File: src/rtl/cache_port_arbiter.sv
// Two-master arbiter for the single cache slave port: fetch (M0, read-only) and load/store (M1).
// One outstanding read at a time; returning data is routed combinationally to its owner.
module cache_port_arbiter #(
  parameter int unsigned ADDR_W     = 25,
  parameter int unsigned DATA_W     = 32,
  parameter int unsigned STARVE_MAX = 4
) (
  input  logic                clk,
  input  logic                rst,
  // fetch master
  input  logic [ADDR_W-1:0]   m0_addr_i,
  input  logic                m0_read_i,
  input  logic                m0_abort_i,
  output logic [DATA_W-1:0]   m0_readdata_o,
  output logic                m0_readdata_valid_o,
  output logic                m0_waitrequest_o,
  // load/store master
  input  logic [ADDR_W-1:0]   m1_addr_i,
  input  logic [DATA_W/8-1:0] m1_byte_en_i,
  input  logic [DATA_W-1:0]   m1_writedata_i,
  input  logic                m1_read_i,
  input  logic                m1_write_i,
  output logic [DATA_W-1:0]   m1_readdata_o,
  output logic                m1_readdata_valid_o,
  output logic                m1_waitrequest_o,
  // cache slave
  output logic [ADDR_W-1:0]   s_addr_o,
  output logic [DATA_W/8-1:0] s_byte_en_o,
  output logic [DATA_W-1:0]   s_writedata_o,
  output logic                s_read_o,
  output logic                s_write_o,
  input  logic [DATA_W-1:0]   s_readdata_i,
  input  logic                s_readdata_valid_i,
  input  logic                s_waitrequest_i,
  // status
  output logic                busy_o,
  output logic                owner_o
);

  localparam int unsigned CntW = $clog2(STARVE_MAX + 1);
  localparam logic [CntW-1:0] StarveMax = CntW'(STARVE_MAX);

  typedef enum logic [1:0] {StIdle, StRdM0, StRdM1} state_e;

  state_e          state_q, state_d;
  logic [CntW-1:0] starve_q, starve_d;
  logic            drop_q, drop_d;

  logic m1_req, force_m0, grant_m0, grant_m1, accept;

  always_comb begin
    m1_req   = m1_read_i | m1_write_i;
    force_m0 = m0_read_i && (starve_q == StarveMax);
    grant_m1 = (state_q == StIdle) && m1_req && !force_m0;
    grant_m0 = (state_q == StIdle) && m0_read_i && !grant_m1;
    accept   = !s_waitrequest_i;
  end

  // Next-state: FSM, fetch-drop flag and starvation counter
  always_comb begin
    state_d  = state_q;
    drop_d   = drop_q;
    starve_d = starve_q;
    case (state_q)
      StIdle: begin
        drop_d = 1'b0;
        if (accept) begin
          if (grant_m0) begin
            state_d = StRdM0;
          end else if (grant_m1 && m1_read_i) begin
            state_d = StRdM1;
          end
        end
      end
      StRdM0: begin
        if (s_readdata_valid_i) begin
          state_d = StIdle;
          drop_d  = 1'b0;
        end else if (m0_abort_i) begin
          drop_d = 1'b1;
        end
      end
      StRdM1: begin
        if (s_readdata_valid_i) begin
          state_d = StIdle;
        end
      end
      default: state_d = StIdle;
    endcase

    if (!m0_read_i || (grant_m0 && accept)) begin
      starve_d = '0;
    end else if (grant_m1 && accept && (starve_q != StarveMax)) begin
      starve_d = starve_q + CntW'(1);
    end
  end

  // All outputs are combinational from registered state; reset forces idle values.
  always_comb begin
    s_addr_o            = '0;
    s_byte_en_o         = '0;
    s_writedata_o       = '0;
    s_read_o            = 1'b0;
    s_write_o           = 1'b0;
    m0_waitrequest_o    = 1'b1;
    m1_waitrequest_o    = 1'b1;
    m0_readdata_valid_o = 1'b0;
    m1_readdata_valid_o = 1'b0;
    m0_readdata_o       = '0;
    m1_readdata_o       = '0;
    busy_o              = 1'b0;
    owner_o             = 1'b0;
    if (!rst) begin
      case (state_q)
        StIdle: begin
          if (grant_m1) begin
            s_addr_o         = m1_addr_i;
            s_byte_en_o      = m1_byte_en_i;
            s_writedata_o    = m1_writedata_i;
            s_read_o         = m1_read_i;
            s_write_o        = m1_write_i;
            m1_waitrequest_o = s_waitrequest_i;
          end else if (grant_m0) begin
            s_addr_o         = m0_addr_i;
            s_read_o         = 1'b1;
            m0_waitrequest_o = s_waitrequest_i;
          end
        end
        StRdM0: begin
          busy_o = 1'b1;
          if (s_readdata_valid_i && !drop_q && !m0_abort_i) begin
            m0_readdata_valid_o = 1'b1;
            m0_readdata_o       = s_readdata_i;
          end
        end
        StRdM1: begin
          busy_o  = 1'b1;
          owner_o = 1'b1;
          if (s_readdata_valid_i) begin
            m1_readdata_valid_o = 1'b1;
            m1_readdata_o       = s_readdata_i;
          end
        end
        default: ;
      endcase
    end
  end

  always_ff @(posedge clk) begin
    if (rst) begin
      state_q  <= StIdle;
      starve_q <= '0;
      drop_q   <= 1'b0;
    end else begin
      state_q  <= state_d;
      starve_q <= starve_d;
      drop_q   <= drop_d;
    end
  end

endmodule

File: config.mk
export PLATFORM = sky130hd
export DESIGN_NAME = cache_port_arbiter
export DESIGN_NICKNAME = d
export VERILOG_FILES = /design/src/rtl/cache_port_arbiter.sv
export SDC_FILE = /design/constraint.sdc
export NUM_CORES = 1
export LEC_CHECK = 0
export ABC_AREA = 1
export CAP_MARGIN = 25
export CORE_AREA = 2 2 102 104
export DETAILED_ROUTE_END_ITERATION = 10
export DIE_AREA = 0 0 104 106
export GPL_TIMING_DRIVEN = 0
export HOLD_SLACK_MARGIN = 0.06
export MAX_ROUTING_LAYER = met4
export PLACE_DENSITY = 0.73
export SYNTH_ARGS = -nofsm -noshare
export SYNTH_HDL_FRONTEND = slang
export SYNTH_SLANG_ARGS = --single-unit
File: constraint.sdc
create_clock -name clk -period 3.65 [get_ports clk]
set_input_delay 0.5475 -clock clk [delete_from_list [all_inputs] [get_ports clk]]
set_output_delay 0.5475 -clock clk [all_outputs]
set_load 0.005 [all_outputs]
==> results.tsv, run 1 <==
stage	metric	value	unit
sta	slew_headroom	0.551	
sta	slew_viol_final	0	
global_routing	grtUsageMet1	0.150	
clocking	numCtsBuffers	3	
clocking	cts_setup_buffers	0	
clocking	root_buffer	clkbuf_8	
finish	syn_to_final_growth	165	%
power	ir_drop	0.163	mV
power	p_leak	0.00189	µW
global_routing	antenna_found_initial	0	
logic_synthesis	synth_area_per_cell	5.01	µm²
hold_path	holdCritPathClass	flip-flop to flip-flop	
sta	fin_crit_sh	0.859	
logic_synthesis	synth_cells	337	
global_routing	met2_usage	0.310	
sta	tns	0	ns
global_routing	grt_usage	0.158	
detailed_routing	antenna_left	0	
sta	setup_viol	0	
critical_path	cpPeakStageDelay	0.53	ns
sta	fin_worst_skew	0.000505	ns
clocking	postCtsHoldBufs	0	
placed_design	io_buffers	258	
global_routing	top_usage_layer	met2	
placed_design	dp_hpwl	8120	µm
run	cap_violations	0	
logic_synthesis	syn_area	1690	µm²
global_routing	grt_pass1_wl	14000	µm
floorplan	num_io_pins	259	
sta	post-route-min-period	3.13	ns
sta	tightest_slew	0.673	ns
critical_path	crit_type	input pin to output pin	
detailed_routing	vias	3033	
finish	num_antenna_cells	0	
clocking	h-tree-depth	1	
floorplan	num_rows	37	
critical_path	end_kind	output pin	
clocking	clock_path_buffers	2	
global_routing	grt_use_met3	0.0368	
critical_path	crit_arrival	2.59	ns
outcome	outcome	completed	
detailed_routing	routedWlPerCell	12.5	µm
finish	stdcell_count	734	
sta	hold_viol_final	0	
floorplan	start_util	0.169	
logic_synthesis	syn_nets	468	
critical_path	required	3.10	ns
clocking	cts_tree	done	
logic_synthesis	ys_types	27	
logic_synthesis	yosys-top-cells-count	107 x nor2_1, 75 x nand2_1, 49 x inv_1, 20 x nand2_2, 19 x a21oi_2	
power	powerDensity	283	nW/µm²
global_routing	grt_overflow	0	
logic_synthesis	synth_edf_count	0	
critical_path	startpoint_type	input pin	
logic_synthesis	synth.most_common_cell	nor2_1	
clocking	cts.clk_slew.worst_paths	0.04	ns
logic_synthesis	synth.largest_area_cell	nor2_1	
floorplan	die_width	104	µm
logic_synthesis	postSynth.asyncResetShare	0	
detailed_routing	viasPerCell	4.13	
sta	rsz0062_at_grt	no	
sta	max_freq	0.319	GHz
floorplan	die_h	106	µm
logic_synthesis	yosysWarnings	0	
logic_synthesis	yosysSeqAreaShare	0.0711	
placed_design	gp_congestion	0.926	
logic_synthesis	synthTopCellsByArea	nor2_1 24%, nand2_1 17%, inv_1 11%, a21oi_2 9.9%, nand2_2 7.4%	
floorplan	core	10000	µm²
logic_synthesis	yosysTopAreaCellShare	0.238	
detailed_routing	drt_pass1_iterations	6	
clocking	clk_latency	0.22	ns
logic_synthesis	synthFlopType	dfxtp_1	
clocking	cts_resized	0	
critical_path	path_max_fanout	10	
critical_path	critPathSlowestCell	clkdlybuf4s50_1	
detailed_routing	routed_wl	9200	µm
detailed_routing	route.detailed.drc	0	
global_routing	grt_max_degree	11	
critical_path	cp_cell_sequence	clkdlybuf4s50_1 -> inv_1 -> nand3_1 -> buf_2 -> nor2_1 -> clkdlybuf4s50_1	
logic_synthesis	synth-seq-cells	6	
detailed_routing	first_iter_violations	110	
finish	final_layout_size_suffix_gt1_frac	0.0987	
clocking	clock_sinks	6	
global_routing	grt_pass1_vias	3111	
placed_design	place_inst	731	
critical_path	worst_path_most_repeated_cell	clkdlybuf4s50_1	
finish	layout.nets	731	
floorplan	fp.dieArea	11000	µm²
## registers in the layout, summed over array words and instances, names as in the netlist
register	cells
starve_q	3
drop_q	1
state_q	2
## logic make-up after synthesis
kind of cell	Yosys count	synth area share
AOI/OAI and AO/OA	35	0.149
DFF	6	0.0711
xor gates and xnor gates	2	0.0104
and+or+nand+nor	216	0.536
buffers and inverters	73	0.196
adders and majority gates	5	0.0370
## path summary, 6_finish.rpt
path,from,endpoint,slack [ns],depth (start not counted)
worst min-delay path,state_q[1],state_q[1],0.51,2
worst max register to register,state_q[0],state_q[0],2.21,8
worst min register to register,state_q[1],state_q[1],0.51,2
worst max-delay path,rst,m0_readdata_o[21],0.52,6
## layer usage
| metal | up-vias | wire length [µm] |
|---|---|---|
| met3 | 21 | 805 |
| met5 | - | 0 |
| met4 | 0 | 297 |
| li1 | 1521 | - |
| met2 | 175 | 4800 |
| met1 | 1316 | 3300 |
## power by group
part	switching, µW	total, µW	leakage, µW	internal (µW)
Sequential	7.54	84.1	0.0000487	76.5
Combinational	512	1090	0.00182	574
Clock	29.5	100	0.0000216	70.9
## per-stage QoR
step	util	area [µm²]	power (µW)	hold WS (ns)	setup slack (ns)
2_1_floorplan	-	1690	621	0.474	1.83
3_3_place_gp	0.444	4440	1160	0.492	0.463
3_5_place_dp	0.444	4440	1180	0.519	0.439
4_1_cts	0.448	4480	1290	0.524	0.419
5_1_grt	0.448	4480	1380	0.541	0.377
6_report	0.448	4480	1270	0.513	0.516
## cells in the final DEF, fill, tap and decap left out, drive strengths merged, types with 5 or more instances in the layout
| cell | synthesis | routed |
|---|---|---|
| a21oi | 29 | 29 |
| buf | 13 | 13 |
| clkbuf | 8 | 11 |
| clkdlybuf4s50 | 0 | 258 |
| dfxtp | 6 | 6 |
| ha | 5 | 5 |
| inv | 50 | 50 |
| nand2 | 96 | 96 |
| nand3 | 8 | 8 |
| nor2 | 107 | 107 |
## worst max-delay path: cells and delay by family
| family | cells | cell delay (ns) |
|---|---|---|
| buffers and inverters | 4 | 1.58 |
| and+or+nand+nor | 2 | 0.46 |
## area by class of cell
type,instances,area (µm²)
timing repair buffer,258,2580
inverter,52,203
clock buffer,3,41.3
multi-input combinational,258,1240
tap,136,170
sequential,6,120
fill,1027,5520
buffer,21,129
Power figures use the tool's default switching activity.
==> inputs of run 2 (changes only) <==
--- a/config.mk
+++ b/config.mk
@@ -8,12 +8,13 @@
 export ABC_AREA = 1
 export CAP_MARGIN = 25
 export CORE_AREA = 2 2 102 104
+export CTS_CLUSTER_SIZE = 25
 export DETAILED_ROUTE_END_ITERATION = 10
 export DIE_AREA = 0 0 104 106
 export GPL_TIMING_DRIVEN = 0
 export HOLD_SLACK_MARGIN = 0.06
 export MAX_ROUTING_LAYER = met4
-export PLACE_DENSITY = 0.73
+export PLACE_DENSITY = 0.76
 export SYNTH_ARGS = -nofsm -noshare
 export SYNTH_HDL_FRONTEND = slang
 export SYNTH_SLANG_ARGS = --single-unit
==> constraint.sdc (replaced) <==
create_clock -name clk -period 2.8 [get_ports clk]
set_input_delay 0.42 -clock clk [delete_from_list [all_inputs] [get_ports clk]]
set_output_delay 0.42 -clock clk [all_outputs]
set_load 0.005 [all_outputs]
==> run 2 against run 1 <==
  * Global-route usage grew 0.32 points
  * Utilization grew 0.41 points
  * First-iteration DRC count shrank 6.4%
  * Die area is the same
  * Largest cell class unchanged
  * Highest routed layer unchanged
==> results.tsv, run 2 (synthesized netlist as in run 1, its figures left out) <==
stage	metric	value	unit
critical_path	crit_buf_inv	4	
hold_path	min_path_cells	2	
critical_path	r2r_slack	1.38	ns
clocking	clock_sinks	6	
finish	syn_to_final_growth	168	%
global_routing	grt_pass1_wl	14200	µm
detailed_routing	routed_wl	9320	µm
sta	tns	0	ns
placed_design	io_buffers	258	
floorplan	core	10000	µm²
sta	hold_viol_final	0	
detailed_routing	antenna_left	0	
finish	final_util	0.452	
detailed_routing	route.detailed.drc	0	
finish	final_common_cell	clkdlybuf4s50_1	
critical_path	crit_type	input pin to output pin	
clocking	postCtsHoldBufs	0	
finish	top_regs	starve_q: 3 flops, state_q: 2 flops, drop_q: 1 flops	
placed_design	gp_congestion	0.869	
detailed_routing	drt_pass1_iterations	4	
clocking	cts_tree	done	
run	cap_violations	0	
floorplan	num_rows	37	
critical_path	cp_cell_sequence	clkdlybuf4s50_1 -> nand3_2 -> nand3_4 -> nand2_4 -> clkinv_4 -> buf_12 -> nand2_2 -> a21oi_2 -> clkdlybuf4s50_1	
critical_path	critPathSlowestCell	clkdlybuf4s50_1	
floorplan	die_h	106	µm
finish	final_layout_size_suffix_gt1_frac	0.112	
critical_path	worst_path_most_repeated_cell	clkdlybuf4s50_1	
detailed_routing	dr.max_layer_used	met4	
hold_path	hp-start	state_q[1]	
critical_path	path_max_fanout	10	
hold_path	min_to	state_q[1]	
global_routing	grt_overflow	0	
critical_path	cpPeakStageDelay	0.53	ns
critical_path	required	2.38	ns
critical_path	end_kind	output pin	
clocking	clock_path_buffers	2	
critical_path	crit_arrival	2.25	ns
critical_path	cpLargestDelayFamily	buffers and inverters	
sta	max_freq	0.375	GHz
sta	tightest_slew	0.578	ns
detailed_routing	dr_wl_met3	761	µm
clocking	root_buffer	clkbuf_8	
finish	multi_input_area	1250	µm²
finish	layout_common_cells	258 x clkdlybuf4s50_1, 107 x nor2_1, 74 x nand2_1, 49 x inv_1, 21 x nand2_2	
sta	setup_viol	0	
critical_path	r2r_start	state_q[0]	
critical_path	startpoint_type	input pin	
clocking	clk_latency	0.23	ns
sta	slew_viol_final	0	
floorplan	die_width	104	µm
global_routing	grt_max_degree	11	
detailed_routing	routedWlPerCell	12.7	µm
power	powerDensity	371	nW/µm²
sta	slew_headroom	0.615	
detailed_routing	vias	3032	
clocking	numCtsBuffers	3	
detailed_routing	first_iter_violations	103	
global_routing	antenna_found_initial	0	
outcome	outcome	completed	
clocking	cts.clk_slew.worst_paths	0.04	ns
critical_path	worst-path-stages	9	
finish	largest_reg_flops	3	
sta	fin_worst_skew	0.00189	ns
finish	regMostFlops	starve_q	
sta	post-route-min-period	2.67	ns
placed_design	dp_hpwl	8260	µm
global_routing	grt_pass1_vias	3038	
power	ir_drop	0.184	mV
critical_path	r2r-end	state_q[0]	
finish	layout.nets	733	
floorplan	fp.dieArea	11000	µm²
floorplan	start_util	0.169	
global_routing	grt_usage	0.161	
finish	final.fill_count	1026	
critical_path	r2r_cells	8	
sta	hold_ws	0.512	ns
hold_path	holdCritPathClass	flip-flop to flip-flop	
finish	seqCellArea	120	µm²
detailed_routing	wl_met2	5070	µm
power	p_leak	0.00191	µW
clocking	h-tree-depth	1	
detailed_routing	wl_met1	3350	µm
detailed_routing	viasPerCell	4.12	
floorplan	num_io_pins	259	
sta	fin_crit_sh	0.954	
finish	num_antenna_cells	0	
run 2: worst min-delay path: stages (launching register included):
cell and delay, ns:
dfxtp_1 0.32, nand3_1 0.08, a21oi_1 0.06
run 2: per-stage QoR:
stage | instance area [µm²] | setup slack (ns) | power (µW) | std cells
2_1_floorplan | 1690 | 1.11 | 809 | 337
3_3_place_gp | 4440 | -0.0325 | 1520 | 731
3_5_place_dp | 4440 | -0.0450 | 1540 | 731
4_1_cts | 4490 | 0.00998 | 1680 | 734
5_1_grt | 4520 | -0.00130 | 1820 | 736
6_report | 4520 | 0.130 | 1680 | 736
run 2: worst max path at each step:
stage                     slack (ns)                from                end
after floorplan                 1.11         starve_q[0]       s_addr_o[11]
after global placement         -0.03                 rst   m0_readdata_o[4]
after detailed placement       -0.04  s_readdata_valid_i  m0_readdata_o[30]
after CTS                       0.01                 rst  m1_readdata_o[26]
after global routing          -0.001           m1_read_i   s_writedata_o[9]
final                           0.13           m0_read_i       s_addr_o[13]
run 2: timing repair:
| item | in CTS | in global routing |
|---|---|---|
| pin swaps | 0 | 1 |
| hold endpoints to repair | 0 | 0 |
| setup buffers | 0 | 2 |
| gates resized for setup | 1 | 16 |
| setup endpoints to repair | 9 | 57 |
run 2: layout make-up:
cell class | count | share of cell area
Buffer | 21 | 0.0310
Clock buffer | 3 | 0.00913
Inverter | 52 | 0.0454
Multi-Input combinational cell | 258 | 0.276
Sequential cell | 6 | 0.0265
Tap cell | 136 | 0.0376
Timing Repair Buffer | 260 | 0.574
run 2: per-layer routing:
metal	vias to the layer above	GRT usage
met1	1328	0.156
met2	168	0.330
met4	0	0.0367
met5	-	-
met3	13	0.0276
li1	1523	-
run 2: power by group:
part	internal (µW)	leakage, µW	switching, µW
Sequential	99.7	0.0000487	9.21
Clock	92.7	0.0000216	41.3
Combinational	762	0.00184	672
Total	954	0.00191	723
==> inputs of run 3 (changes only) <==
--- a/config.mk
+++ b/config.mk
@@ -11,7 +11,6 @@
 export CTS_CLUSTER_SIZE = 25
 export DETAILED_ROUTE_END_ITERATION = 10
 export DIE_AREA = 0 0 104 106
-export GPL_TIMING_DRIVEN = 0
 export HOLD_SLACK_MARGIN = 0.06
 export MAX_ROUTING_LAYER = met4
 export PLACE_DENSITY = 0.76
==> constraint.sdc (replaced) <==
create_clock -name clk -period 2.3 [get_ports clk]
set_input_delay 0.345 -clock clk [delete_from_list [all_inputs] [get_ports clk]]
set_output_delay 0.345 -clock clk [all_outputs]
set_load 0.005 [all_outputs]
==> run 3 against run 2 <==
  * Highest routed layer unchanged
  * Critical endpoint is now m1_readdata_o[0]
  * Largest power group unchanged
  * Critical path type is now flip-flop to output pin
  * Cell count rose by 2.0%
  * Clock-buffer cell count unchanged
  * Clock skew is 0.00055 ns lower
==> results.tsv, run 3 (synthesized netlist as in run 1, its figures left out) <==
stage	metric	value	unit
outcome	outcome	completed	
placed_design	place_inst	729	
critical_path	r2r-end	starve_q[1]	
clocking	clock_sinks	6	
critical_path	r2r_start	starve_q[1]	
floorplan	fp.dieArea	11000	µm²
placed_design	dp_hpwl	7660	µm
sta	setup_viol	0	
detailed_routing	route.detailed.drc	0	
critical_path	crit_start	state_q[0]	
clocking	clk_latency	0.22	ns
finish	final.fill_count	1008	
global_routing	antenna_found_initial	0	
clocking	h-tree-depth	1	
sta	fin_worst_skew	0.00134	ns
critical_path	crit_type	flip-flop to output pin	
floorplan	num_rows	37	
global_routing	grt_pass1_wl	14200	µm
detailed_routing	routedWlPerCell	13.1	µm
power	p_leak	0.00313	µW
detailed_routing	routed_wl	9840	µm
floorplan	start_util	0.169	
critical_path	end_kind	output pin	
sta	tightest_slew	0.306	ns
power	ir_drop	0.271	mV
finish	seqCellArea	121	µm²
sta	max_freq	0.448	GHz
finish	top_regs	starve_q: 3 flops, state_q: 2 flops, drop_q: 1 flops	
global_routing	grt_max_degree	58	
floorplan	die_h	106	µm
power	switching_share	0.454	
sta	slew_headroom	0.794	
critical_path	crit_arrival	1.89	ns
floorplan	num_io_pins	259	
critical_path	r2r_slack	0.74	ns
placed_design	gp_congestion	0.829	
floorplan	core	10000	µm²
detailed_routing	antenna_left	0	
finish	stdcell_count	751	
power	seqPwrFrac	0.061	
power	intPower	1170	µW
sta	rsz0062_at_grt	no	
power	power_frac_comb	0.866	
sta	slew_viol_final	0	
sta	hold_ws	0.520	ns
global_routing	grt_pass1_vias	3006	
detailed_routing	drt_pass1_iterations	4	
critical_path	critPathCapture	m1_readdata_o[0]	
placed_design	io_buffers	258	
placed_design	dp_slack	-0.290	ns
clocking	cts.clk_slew.worst_paths	0.04	ns
power	powerDensity	450	nW/µm²
hold_path	holdCritPathClass	flip-flop to flip-flop	
finish	final_layout_size_suffix_gt1_frac	0.187	
finish	num_antenna_cells	0	
floorplan	die_width	104	µm
finish	layout.nets	748	
power	netSwitchingPower	975	µW
critical_path	required	1.96	ns
clocking	clock_path_buffers	2	
clocking	postCtsHoldBufs	0	
global_routing	grt_usage	0.161	
finish	multi_input_area	1280	µm²
clocking	cts_tree	done	
sta	hold_viol_final	0	
critical_path	r2r_cells	9	
finish	final_common_cell	clkdlybuf4s50_1	
sta	post-route-min-period	2.23	ns
run	cap_violations	0	
clocking	numCtsBuffers	3	
detailed_routing	first_iter_violations	91	
detailed_routing	vias	3122	
finish	layout_common_cells	130 x clkdlybuf4s50_1, 103 x nor2_1, 74 x nand2_1, 69 x dlygate4sd2_1, 46 x inv_1	
sta	setup_slack	0.0688	ns
sta	fin_crit_sh	0.970	
critical_path	startpoint_type	flip-flop	
critical_path	path_max_fanout	17	
finish	syn_to_final_growth	183	%
detailed_routing	viasPerCell	4.16	
power	p_clk_frac	0.073	
clocking	root_buffer	clkbuf_8	
global_routing	grt_overflow	0	
finish	regMostFlops	starve_q	
finish	largest_reg_flops	3	
## run 3: cell count changes in the layout (fill, tap and decap cells not counted), moves of 3 or more
cell | before | now
buf_2 | 6 | 12
buf_6 | 0 | 4
inv_2 | 0 | 3
inv_1 | 49 | 46
dlymetal6s2s_1 | 0 | 42
nor2_2 | 0 | 3
clkdlybuf4s50_1 | 258 | 130
buf_12 | 2 | 5
nor2_1 | 107 | 103
dlygate4sd2_1 | 0 | 69
buf_4 | 7 | 24
clkbuf_1 | 5 | 0
## run 3: area by class of cell
class	instances	share of cell area
Inverter	52	0.0464
Sequential cell	6	0.0254
Tap cell	136	0.0356
Multi-Input combinational cell	258	0.269
Timing Repair inverter	3	0.00603
Clock buffer	3	0.00865
Timing Repair Buffer	293	0.609
## run 3: worst min-delay path by stage
stage | cells after the start | to | startpoint
2_1_floorplan | 1 | drop_q | s_readdata_valid_i
3_3_place_gp | 2 | state_q[1] | state_q[1]
3_5_place_dp | 2 | state_q[1] | state_q[1]
4_1_cts | 2 | state_q[1] | state_q[1]
5_1_grt | 2 | state_q[1] | state_q[1]
6_report | 2 | state_q[1] | state_q[1]
## run 3: critical path, cell delays in order (launching register included)
cell and delay, ns:
dfxtp_1 0.30, inv_1 0.08, buf_4 0.12, ha_1 0.14
inv_1 0.07, nor2_4 0.13, nand2_4 0.08, buf_12 0.15
nor2_1 0.09, clkdlybuf4s50_1 0.50
## run 3: repair_timing
| item | 4_1_cts | 5_1_grt |
|---|---|---|
| resized for setup | 145 | 51 |
| gates cloned | 4 | 2 |
| setup endpoints to repair | 109 | 60 |
| endpoints found under the hold margin | 0 | 0 |
| pin swaps | 2 | 2 |
| buffers inserted | 6 | 7 |
## run 3: per-layer routing
metal,vias up,part of all wire,global-route usage
li1,1556,-,-
met1,1374,0.37,0.156
met2,182,0.55,0.334
met3,10,0.075,0.0270
met4,0,0.013,0.0299
met5,-,0,-
## run 3: power by group through the flow
stage	combinational (µW)	sequential, µW	clock, µW
2_1_floorplan	854	131	0
3_3_place_gp	1750	131	0
3_5_place_dp	1790	132	0
4_1_cts	1860	131	160
5_1_grt	2040	133	164
6_report	1860	132	157
## run 3: stage by stage
| step | power, µW | utilization | area (µm²) | TNS, ns |
|---|---|---|---|---|
| global route | 2340 | 0.478 | 4780 | 0 |
| floorplan | 985 | - | 1690 | 0 |
| global placement | 1880 | 0.451 | 4510 | -12.38 |
| detailed placement | 1920 | 0.451 | 4510 | -15.34 |
| finish | 2150 | 0.478 | 4780 | 0 |
| CTS | 2150 | 0.459 | 4590 | -1.82 |
